$ cat src/rtl/keccak_axis_tx.sv
// Streams one captured 1600-bit Keccak state as up to 25 64-bit AXIS beats; first beat 1 cycle after load.
// Beats hold stable under TREADY backpressure; a new state is accepted only while idle.
module keccak_axis_tx #(
   parameter int DATA_W = 64,
   parameter int LANES  = 25,
   parameter int CNT_W  = 5
) (
   input  logic                    iSYS_CLK,
   input  logic                    iSYS_RST,
   input  logic                    iST_VALID,
   output logic                    oST_READY,
   input  logic [DATA_W*LANES-1:0] iST_DATA,
   input  logic [CNT_W-1:0]        iST_LANES,
   input  logic [7:0]              iST_LKEEP,
   output logic                    oM_AXIS_TVALID,
   input  logic                    iM_AXIS_TREADY,
   output logic [DATA_W-1:0]       oM_AXIS_TDATA,
   output logic [7:0]              oM_AXIS_TKEEP,
   output logic                    oM_AXIS_TLAST,
   output logic                    oBUSY,
   output logic                    oDONE
);
   typedef enum logic {IDLE, SEND} state_e;

   state_e            state_q, state_d;
   logic [DATA_W-1:0] lane_q [LANES];
   logic [DATA_W-1:0] lane_d [LANES];
   logic [CNT_W-1:0]  cnt_q, cnt_d;
   logic [CNT_W-1:0]  last_q, last_d;
   logic [7:0]        keep_q, keep_d;
   logic              done_q, done_d;
   logic              is_last;

   assign is_last = (cnt_q == last_q);

   always_comb begin
      state_d = state_q;
      lane_d  = lane_q;
      cnt_d   = cnt_q;
      last_d  = last_q;
      keep_d  = keep_q;
      done_d  = 1'b0;
      case (state_q)
         IDLE: begin
            if (iST_VALID) begin
               state_d = SEND;
               cnt_d   = '0;
               keep_d  = iST_LKEEP;
               for (int i = 0; i < LANES; i++) begin
                  lane_d[i] = iST_DATA[i*DATA_W +: DATA_W];
               end
               // Zero or oversized lane counts mean a full-state frame.
               if ((iST_LANES == '0) || (int'(iST_LANES) > LANES)) begin
                  last_d = CNT_W'(LANES - 1);
               end else begin
                  last_d = iST_LANES - 1'b1;
               end
            end
         end
         SEND: begin
            if (iM_AXIS_TREADY) begin
               if (is_last) begin
                  state_d = IDLE;
                  done_d  = 1'b1;
               end else begin
                  cnt_d = cnt_q + 1'b1;
               end
            end
         end
         default: state_d = IDLE;
      endcase
   end

   always_ff @(posedge iSYS_CLK or negedge iSYS_RST) begin
      if (!iSYS_RST) begin
         state_q <= IDLE;
         cnt_q   <= '0;
         last_q  <= '0;
         keep_q  <= '0;
         done_q  <= 1'b0;
         for (int i = 0; i < LANES; i++) begin
            lane_q[i] <= '0;
         end
      end else begin
         state_q <= state_d;
         cnt_q   <= cnt_d;
         last_q  <= last_d;
         keep_q  <= keep_d;
         done_q  <= done_d;
         lane_q  <= lane_d;
      end
   end

   // All beat outputs derive from registered state; TREADY only steers next-state.
   assign oST_READY      = (state_q == IDLE);
   assign oBUSY          = (state_q == SEND);
   assign oM_AXIS_TVALID = oBUSY;
   assign oM_AXIS_TDATA  = oBUSY ? lane_q[cnt_q] : '0;
   assign oM_AXIS_TKEEP  = oBUSY ? (is_last ? keep_q : 8'hFF) : 8'h00;
   assign oM_AXIS_TLAST  = oBUSY && is_last;
   assign oDONE          = done_q;
endmodule
$ cat config.mk
export PLATFORM = sky130hd
export DESIGN_NAME = keccak_axis_tx
export DESIGN_NICKNAME = d
export VERILOG_FILES = /design/src/rtl/keccak_axis_tx.sv
export SDC_FILE = /design/constraint.sdc
export NUM_CORES = 2
export LEC_CHECK = 0
export BUFFER_PORTS_ARGS = -buffer_cell sky130_fd_sc_hd__buf_2
export CAP_MARGIN = 20
export CORE_AREA = 2 2 651 653
export DETAILED_ROUTE_END_ITERATION = 10
export DIE_AREA = 0 0 653 655
export PLACE_DENSITY_LB_ADDON = 0.05
export SLEW_MARGIN = 20
export SYNTH_ARGS = -nofsm -noshare
export SYNTH_HDL_FRONTEND = slang
export SYNTH_SLANG_ARGS = --single-unit
$ cat constraint.sdc
create_clock -name iSYS_CLK -period 2.59 [get_ports iSYS_CLK]
set_input_delay 0.3885 -clock iSYS_CLK [delete_from_list [all_inputs] [get_ports iSYS_CLK]]
set_output_delay 0.3885 -clock iSYS_CLK [all_outputs]
set_load 0.02 [all_outputs]
Word-level counts from Yosys, hierarchy flattened
Index checks and enable logic that the tools add are counted.

Flip-flop bits (word level): 1620. Bits of input ports: 1617.

Add/subtract/negate cells: 2. Magnitude comparators: 2. Equality and inequality tests: 4. Mux-type cells: 18. Bitwise logic cells: 2. Reduce and logical (&&, ||, !) cells: 5.

Operator list (number): 64-bit binary-select mux with 5-bit select (1); 64-bit 2-to-1 mux (3); 5-bit 2-to-1 mux (4); 8-bit 2-to-1 mux (2); 5-bit one-hot mux with 2 select lines (1); 6-bit >= comparator (second input constant) (1); 1-bit 2-to-1 mux (6); 2-bit inequality test (second input constant) (3); 5-bit inverter with 6-bit output (1); 5-bit by 1-bit adder with 5-bit output (second input constant) (1); 5-bit == test (1); 5-bit > comparator (second input constant) (1); 5-bit zero test (1); 5-bit by 1-bit subtractor with 5-bit output (second input constant) (1); 3-bit AND reduction (1); 1-bit one-hot mux with 2 select lines (1); 2-bit AND reduction (1); 1-bit logical AND (1); 1-bit logical OR (1); 1-bit inverter (1).

Logic depth before layout (Yosys ltp)
Word-level depth: 5. Mapped depth: 8. Mapped depth without buffers: 6.

Worst setup path after synthesis
Ideal clock, no wire load.

Path type: reg2out. Start point: register cnt_q[0]. End point: output port oM_AXIS_TDATA[10]. Arrival: 1.904 ns. Required time: 2.202 ns. Setup slack: 0.298 ns. Stages on the path, launching flop included: 9. Buffers on the path: 4. Path through: dfrtp_1 -> buf_2 -> buf_4 -> buf_4 -> buf_4 -> mux2i_1 -> a22oi_1 -> a32oi_1 -> nor3_1.

Word-level cells in the longest chain between the ends: 5.

RTL lines: from (decl) (RTL line 28) `logic [CNT_W-1:0] cnt_q, cnt_d;`; from (signal assigned) (RTL line 86) `cnt_q <= cnt_d;`; 5-bit inverter with 6-bit output (implied by the code) (RTL line 98) `assign oM_AXIS_TDATA = oBUSY ? lane_q[cnt_q] : '0;`; 64-bit binary-select mux with 5-bit select (RTL line 98); 64-bit 2-to-1 mux (implied by the code) (2 in a row) (RTL line 98); 64-bit 2-to-1 mux (RTL line 98); to (decl) (RTL line 17) `output logic [DATA_W-1:0] oM_AXIS_TDATA,`.

Every way passes these cells. The select of a mux whose other input is x is not followed.

Worst setup path after layout
Start point: register cnt_q[0]. End point: output port oM_AXIS_TDATA[27].

Same word-level chain as after synthesis.

==> results.py <==
metrics = {
    "global_route": {
        "track_usage_pct": 23.3,
        "met3_usage_pct": 2.43,
        "use_met2_pct": 40.0,
        "grt_max_degree": 112,
        "grt_pass1_vias": 78500,
        "gr-total-overflow": 0,
        "use_met1_pct": 29.3,
        "antenna_found_initial": 101,
        "top_usage_layer": "met2",
        "grt_pass1_wl_mm": 679,
    },
    "yosys": {
        "synth.distinct_cells": 41,
        "synth_seq_cells": 1620,
        "seq_area_frac_synth_pct": 55.4,
        "syn_area_sq_mm": 0.0732,
        "synth_nets": 9642,
        "synth_area_per_cell_sq_um": 9.12,
        "synth_cells": 8022,
        "yosysWarnings": 0,
    },
    "outcome": {
        "status": "finished with violations",
        "violations": "negative setup slack",
    },
    "clock_network": {
        "cts.sinks": 1620,
        "worstSkewPairLatency_ns": 0.91,
        "clockBufferDepth": 4,
        "numCtsBuffers": 215,
        "cts.root.buffer_cell": "clkbuf_16",
        "cts_tree": "built",
        "clk_pin_slew_ns": 0.06,
        "htreeDepth": 4,
    },
    "timing": {
        "setup_slack_ns": -1.53,
        "relSlewSlack_pct": 52.8,
        "maxSlewViolCount": 0,
        "period_share_pct": 159,
        "setup_viol": 73,
        "clock.fmax_ghz": 0.243,
        "grt_setup_unrepaired": "true",
        "worstMarginPinSlew_ns": 0.708,
        "fin_worst_skew_ns": 0.0467,
        "finalHoldViolations": 0,
        "timing.final.crit_period_ns": 4.12,
    },
    "worst_setup_path": {
        "critPathKind": "flip-flop to primary output",
        "cp-start-kind": "flip-flop",
        "critPathCaptureType": "primary output",
        "arrival_ns": 3.73,
        "required_ns": 2.20,
        "critPathMaxFanout": 18,
    },
    "finish": {
        "post-route-util_pct": 29.0,
        "mostFrequentLayoutCell": "nand2_1",
        "layout.nets": 13400,
        "fin_area_sq_mm": 0.122,
        "areaGrowthSynthToFinish_pct": 66.9,
        "nFillCells": 44700,
        "mostFrequentLayoutCells": "nand2_1 (4711), buf_2 (1622), dlygate4sd3_1 (1621), dfrtp_1 (1616), buf_4 (483)",
        "drive_above_1_share_pct": 28.3,
    },
    "place": {
        "io_buffers": 1693,
        "dp_hpwl_mm": 407,
        "place_area_sq_mm": 0.0934,
        "routabilityCongestion": 0.849,
    },
    "die": {
        "num_io_pins": 1694,
        "start_util_pct": 17.4,
        "die_h_um": 655,
        "die_width_um": 653,
        "dieArea_sq_mm": 0.428,
        "rows": 239,
        "design.core.area_sq_mm": 0.422,
    },
    "power_and_ir_drop": {
        "vdd_drop_max_mv": 0.999,
        "power.density_mw_per_mm2": 1320,
        "p_leak_nw": 60.2,
    },
    "route": {
        "drc_errors": 0,
        "vias": 72700,
        "drtIter0Drc": 4283,
        "via_per_inst": 4.14,
        "wl_per_cell_um": 29.2,
        "drtPass1Iterations": 6,
        "routed_wl_mm": 513,
        "postRouteAntennaNets": 0,
    },
    "flow_run": {
        "maxCapViolCount": 0,
    },
    "hold_path": {
        "hold_class": "primary input to asynchronous set/reset pin",
    },
}
==> flip-flops by register name (all words and copies together) (netlist names) <==
name,flops
oDONE,1
lane_q,1600
oBUSY,1
cnt_q,5
keep_q,8
last_q,5
==> synthesized netlist by cell type <==
library cell / number / area [sq um]
nand2_1: 4713 / 17700
dfrtp_1: 1620 / 40500
clkbuf_1: 336 / 1260
mux2i_1: 260 / 2600
mux4_2: 256 / 5770
o22ai_1: 129 / 807
a22oi_1: 128 / 961
buf_2: 111 / 556
o21ai_0: 73 / 365
inv_1: 69 / 259
a32oi_1: 64 / 561
nor3_2: 61 / 611
o21ai_1: 60 / 300
buf_1: 42 / 158
buf_4: 29 / 218
buf_6: 13 / 146
o21a_1: 9 / 67.6
nor2_1: 6 / 22.5
a21oi_1: 5 / 25.0
nor3_1: 5 / 25.0
xor2_1: 5 / 43.8
nor2b_1: 4 / 25.0
ha_1: 3 / 37.5
and4_1: 2 / 17.5
clkbuf_2: 2 / 10.0
nand3_1: 2 / 10.0
a21o_1: 1 / 7.51
a311o_1: 1 / 10.0
and2_1: 1 / 6.26
nand2b_1: 1 / 6.26
nand3b_1: 1 / 7.51
nand4_1: 1 / 6.26
nor2_2: 1 / 6.26
o21bai_1: 1 / 7.51
o31a_1: 1 / 8.76
o31ai_1: 1 / 7.51
or3_1: 1 / 6.26
or3b_1: 1 / 8.76
or3b_2: 1 / 8.76
or4b_1: 1 / 10.0
xnor2_1: 1 / 8.76
==> path summary, 6_finish.rpt <==
path	cells after the start	slack, ns	startpoint	endpoint
hold reg to reg	2	0.47	lane_q[1131]	lane_q[1131]
setup reg to reg	11	0.15	cnt_q[0]	cnt_q[3]
max in group asynchronous	4	1.37	iSYS_RST	lane_q[1134]
min in group iSYS_CLK	4	0.20	iST_DATA[677]	lane_q[933]
hold / removal	3	0.18	iSYS_RST	lane_q[198]
setup / recovery	11	-1.53	cnt_q[0]	oM_AXIS_TDATA[27]
==> layout make-up <==
type                       instances  area, sq um  share of cell area (%)
sequential                      1620        40600                    33.2
timing repair buffer            4115        34500                    28.2
multi-input combinational       5800        32700                    26.7
tap                             5543         6940                    5.68
clock buffer                     332         6480                    5.30
clock inverter                    56          729                   0.597
inverter                          69          259                   0.212
antenna                           36         90.1                  0.0737
==> per-layer routing <==
metal  vias up  part of all wire [%]
met1     36400                    42
met5         -                 0.032
met2      2026                    48
met3       763                   3.3
met4        24                   5.7
li1      33500                     -
==> logic make-up after synthesis <==
family / after synthesis / synth area share (%)
AND/OR/NAND/NOR: 4802 / 25.2
flip-flops: 1620 / 55.4
buffers and inverters: 602 / 3.56
multiplexers: 516 / 11.4
AO/OA/AOI/OAI: 473 / 4.27
XOR/XNOR: 6 / 0.0718
adder cells (fa/ha/maj): 3 / 0.0513
==> stage by stage <==
stage	std cells	setup slack [ns]	total power [mW]	hold slack (ns)	setup TNS [ns]
6_report	17600	-1.53	161	0.182	-94.09
4_1_cts	17500	-1.70	164	0.0838	-108.07
3_3_place_gp	15400	-1.61	118	0.233	-51.23
2_1_floorplan	8022	0.298	73.0	0.0929	0
3_5_place_dp	15400	-1.62	118	0.232	-51.12
5_1_grt	17600	-1.66	171	0.160	-103.79
==> what timing repair did <==
| item | 4_1_cts | 5_1_grt |
|---|---|---|
| resized for setup | 611 | 159 |
| endpoints found under the setup margin | 74 | 76 |
| hold endpoints to repair | 2301 | 0 |
| pin swaps | 143 | 95 |
| cloned | 19 | 3 |
| buffers inserted | 95 | 54 |
| hold buffers | 1621 | 0 |
==> worst max-delay path, stage by stage, from the launching register on <==
cell     delay, ns
dfrtp_4       0.53
buf_12        0.17
buf_12        0.13
buf_16        0.16
mux2i_1       0.15
a22oi_2       0.32
buf_4         0.18
a32oi_4       0.14
buf_6         0.16
nor3_4        0.50
buf_4         0.21
buf_4         0.13
==> report_power, final <==
| part | total (mW) | switching (mW) | leakage [nW] | internal, mW |
|---|---|---|---|---|
| clock | 31.2 | 12.9 | 3.54 | 18.3 |
| sequential | 45.0 | 7.80 | 20.1 | 37.2 |
| combinational | 85.0 | 49.4 | 36.5 | 35.7 |
Note: power is estimated with default switching activity, not from simulation.
